$ cat config.mk
export PLATFORM = sky130hd
export DESIGN_NAME = div_8by4_seq
export DESIGN_NICKNAME = d
export VERILOG_FILES = /design/src/rtl/arith_pkg.sv /design/src/rtl/div_step.sv /design/src/rtl/div_8by4_seq.sv
export SDC_FILE = /design/constraint.sdc
export NUM_CORES = 1
export LEC_CHECK = 0
export CAP_MARGIN = 20
export CORE_UTILIZATION = 57
export CTS_CLUSTER_DIAMETER = 120
export DETAILED_ROUTE_END_ITERATION = 10
export PLACE_DENSITY_LB_ADDON = 0.25
export SLEW_MARGIN = 20
export SYNTH_ARGS = -nofsm -noshare
export SYNTH_HDL_FRONTEND = slang
export SYNTH_SLANG_ARGS = --single-unit
$ cat constraint.sdc
create_clock -name clk -period 5.6 [get_ports clk]
set_input_delay 0.84 -clock clk [delete_from_list [all_inputs] [get_ports clk]]
set_output_delay 0.84 -clock clk [all_outputs]
set_load 0.01 [all_outputs]
$ cat src/rtl/arith_pkg.sv
// Shared constants for the arithmetic datapath blocks
// (multiplier / divider widths and divider FSM encoding).
package arith_pkg;

   localparam int ARITH_DW = 8;
   localparam int ARITH_VW = 4;

   localparam logic [1:0] S_IDLE = 2'd0;
   localparam logic [1:0] S_CALC = 2'd1;
   localparam logic [1:0] S_DONE = 2'd2;

endpackage

$ cat src/rtl/div_step.sv
// One restoring-division step: shift in a dividend bit,
// trial-subtract the divisor, restore on borrow.
module div_step #(
   parameter int VW = 4
) (
   input  logic [VW:0]   pr,
   input  logic          dbit,
   input  logic [VW-1:0] divisor,
   output logic [VW:0]   pr_nx,
   output logic          qbit
);

   logic [VW+1:0] t;
   logic [VW+1:0] d;
   logic [VW+1:0] diff;

   // pr < divisor always holds, so the top bit of t stays 0
   always_comb begin
      t     = {pr, dbit};
      d     = {2'b00, divisor};
      diff  = t - d;
      qbit  = (t >= d);
      pr_nx = qbit ? diff[VW:0] : t[VW:0];
   end

endmodule

$ cat src/rtl/div_8by4_seq.sv
// Sequential restoring divider, one quotient bit per clock,
// with a bypass for divide-by-zero and dividend < divisor.
module div_8by4_seq
   import arith_pkg::*;
#(
   parameter int DW = ARITH_DW,
   parameter int VW = ARITH_VW
) (
   input  logic          clk,
   input  logic          rst,
   input  logic          in_valid,
   output logic          in_ready,
   input  logic [DW-1:0] dividend,
   input  logic [VW-1:0] divisor,
   output logic          out_valid,
   input  logic          out_ready,
   output logic [DW-1:0] quo,
   output logic [VW-1:0] rem,
   output logic          div_zero
);

   localparam int CW = (DW > 1) ? $clog2(DW) : 1;

   logic [1:0]    state;
   logic [CW-1:0] cnt;
   logic [DW-1:0] dvd;
   logic [VW-1:0] dvs;
   logic [VW:0]   pr;
   logic [DW-1:0] q;
   logic [VW:0]   pr_nx;
   logic          qbit;

   div_step #(.VW(VW)) u_step (
      .pr      (pr),
      .dbit    (dvd[cnt]),
      .divisor (dvs),
      .pr_nx   (pr_nx),
      .qbit    (qbit)
   );

   assign in_ready  = (state == S_IDLE);
   assign out_valid = (state == S_DONE);

   // FSM, iteration counter, operand and result registers
   always_ff @(posedge clk) begin
      if (rst) begin
         state    <= S_IDLE;
         cnt      <= '0;
         dvd      <= '0;
         dvs      <= '0;
         pr       <= '0;
         q        <= '0;
         quo      <= '0;
         rem      <= '0;
         div_zero <= 1'b0;
      end else begin
         unique case (state)
            S_IDLE: begin
               if (in_valid) begin
                  dvd <= dividend;
                  dvs <= divisor;
                  pr  <= '0;
                  q   <= '0;
                  cnt <= CW'(DW - 1);
                  if (divisor == '0) begin
                     quo      <= '1;
                     rem      <= '0;
                     div_zero <= 1'b1;
                     state    <= S_DONE;
                  end else if (dividend < DW'(divisor)) begin
                     quo      <= '0;
                     rem      <= dividend[VW-1:0];
                     div_zero <= 1'b0;
                     state    <= S_DONE;
                  end else begin
                     state <= S_CALC;
                  end
               end
            end
            S_CALC: begin
               pr <= pr_nx;
               q  <= {q[DW-2:0], qbit};
               if (cnt == '0) begin
                  quo      <= {q[DW-2:0], qbit};
                  rem      <= pr_nx[VW-1:0];
                  div_zero <= 1'b0;
                  state    <= S_DONE;
               end else begin
                  cnt <= cnt - 1'b1;
               end
            end
            S_DONE: begin
               if (out_ready) state <= S_IDLE;
            end
            default: state <= S_IDLE;
         endcase
      end
   end

endmodule

==> results.cfg <==
[status]
status = finished, final reports clean

[timing]
max_freq_mhz = 361.7
hold_viol = 0
final-setup-viol-count = 0
period_minus_slack_ns = 2.765
worstMarginPinSlew_ns = 1.074
fin_ws_ns = 2.835
tns_ns = 0
slew-limit-headroom = 0.2825
slew_viol_final = 0
rsz0062_at_grt = no
clock-skew-final_ns = 0.01502
hold-worst-slack_ns = 0.4632
period_share = 0.4937

[floorplan]
die_height_um = 62.06
num_rows = 21
die_w_um = 62.06
die_area_sq_mm = 0.003851
initial_core_util = 0.6065
ios = 31
coreArea_sq_mm = 0.003390

[cells_and_area]
final-instance-count-excl-fill = 318
multi_input_area_sq_mm = 0.001121
regArea_sq_um = 840.8
n_antenna_cell = 0
nets = 297
drive_gt1_frac = 0.08088
fill_cells = 268
postLayoutCellArea_sq_mm = 0.002435
area_delta_synth_final_pct = 18.44

[job]
max_cap_viol_count = 0

[placed_design]
place_ws_ns = 2.814
gp_congestion = 0.7999
port_buffers = 30
placedCellCount = 310
postPlaceCellArea_sq_mm = 0.002372
dpl.hpwl_mm = 3.073

[logic_synthesis]
syn-num-nets = 270
ys.flop_type = dfxtp_1
synth.most_common_cell = nand2_1
ys_ff_latch = 42
ys_seq_area_frac = 0.4090
yosysTopAreaCell = dfxtp_1
synthDistinctLibCells = 42
netlist_area_sq_mm = 0.002056
ys_warn_count = 0
synth_edf_count = 0
synthTopCellsByArea = dfxtp_1, a21oi_1, nand2_1, ha_1, a311oi_1
avgSynthCellArea_sq_um = 8.425
synth.top_cells.by_count = nand2_1, dfxtp_1, a21oi_1
syn-instance-count = 244
async_reset_ff_frac = 0
synth.top_cell.area_share = 0.4090

[clock_network]
clockBufferDepth = 2
clock_latency_ns = 0.37
clk_pin_slew_ns = 0.14
cts_tree = built
post-cts-setup-buffer-count = 0
ctsResizeCount = 0
htree_num_levels = 2
cts_hold_buf = 0
cts_buffers = 5
clock_sinks = 42
clk_root_buffer_cell = clkbuf_4

[routing]
routed_wl_mm = 4.360
ant_nets = 0
drt_iter0_drc = 143
dr.pass1.iters = 4
vias = 1851
via_per_inst = 5.821
drc_errors = 0
wl_per_cell_um = 13.71

[grt]
antenna_found_initial = 0
grt_pass1_vias = 1609
grt_max_degree = 44
grt_pass1_wl_mm = 6.948
groute.usage.overall = 0.2492
grt_overflow_total = 0

[worst_setup_path]
r2r-start = cnt[0]
worst-path-max-fanout = 5
r2r_end = rem[0]
crit_arrival_ns = 3.05
r2r_setup_slack_ns = 2.84
worstRegToRegCells = 8
critPathLaunchType = register
crit_required_ns = 5.89
endpoint_kind = register
criticalPathCategory = register to register

[min_path]
hp-class = register to register
hold_start = dvd[6]
hold_end = dvd[6]
hold_path_depth = 2

[pwr]
power_density_mw_per_mm2 = 307.6
ir_drop_mv = 0.2063
p_leak_uw = 0.0008835
[cell families (layout without fill, tap and decap cells)]
group | count (synthesis) | after routing | synth area share
compound gates | 76 | 76 | 0.2270
simple gates | 85 | 85 | 0.1996
buf+inv | 22 | 50 | 0.04565
flops | 42 | 42 | 0.4090
mux | 6 | 6 | 0.04139
fa+ha+maj | 10 | 10 | 0.06452
xor+xnor | 3 | 3 | 0.01278
[how the worst max path moves through the flow]
stage / slack, ns / start / end / cells after the start
final: 2.84 / cnt[0] / rem[0] / 8
after global routing: 2.67 / cnt[0] / rem[1] / 8
after CTS: 2.79 / cnt[0] / rem[0] / 8
after detailed placement: 2.81 / divisor[1] / rem[0] / 8
after global placement: 2.86 / divisor[3] / quo[2] / 8
after floorplan: 3.19 / cnt[0] / rem[1] / 8
[stage by stage]
step	utilization	power (uW)
after CTS	0.7183	754.4
after global routing	0.7183	796.3
after detailed placement	0.6999	591.4
after floorplan	-	516.8
final	0.7183	749.0
after global placement	0.6999	586.4
[worst max-delay path, stage by stage, from the launching register on]
cell and delay (ns):
dfxtp_1 0.46, mux4_2 0.52, mux2i_1 0.22, ha_1 0.30
and4_4 0.16, or3_1 0.38, o21ai_0 0.24, nand3_1 0.15
a311oi_1 0.27
[area by class of cell]
cell class | instances | share of cell area
clock buffer | 5 | 0.01542
inverter | 10 | 0.01542
multi-input combinational | 180 | 0.4604
clock inverter | 3 | 0.01028
sequential | 42 | 0.3453
timing repair buffer | 32 | 0.1295
tap | 46 | 0.02364
[flip-flops by register name, summed over array words and instances, names as in the netlist]
register  flops
dvd           8
quo           8
q             7
pr            5
dvs           4
rem           4
cnt           3
state         2
div_zero      1
[cell usage in the layout, fill, tap and decap left out, types with 2 or more instances in the layout]
cell type / n
a211oi_1: 2
a21o_1: 2
a21oi_1: 39
a22oi_1: 3
a311oi_1: 8
a31oi_1: 4
buf_4: 2
clkbuf_4: 5
clkdlybuf4s50_1: 30
dfxtp_1: 42
ha_1: 9
inv_1: 10
mux2i_1: 4
mux4_2: 2
nand2_1: 45
nand2b_1: 2
nand3_1: 7
nor2_1: 9
nor2_2: 2
nor2b_1: 4
nor3_1: 4
o211ai_1: 2
o21ai_0: 11
o31ai_1: 2
or3_1: 2
xor2_1: 2
[metal layers]
metal | vias up | routed length (um) | global-route usage
met5 | - | 0 | 0
met3 | 7 | 141 | 0.06418
met2 | 35 | 2072 | 0.4119
li1 | 923 | - | -
met4 | 0 | 82 | 0.09841
met1 | 886 | 2064 | 0.3105
[power by group]
group,internal [uW],switching (uW)
clock,51.2,109
sequential,326,21.3
combinational,105,137
total,482,267
Power figures use the tool's default switching activity.
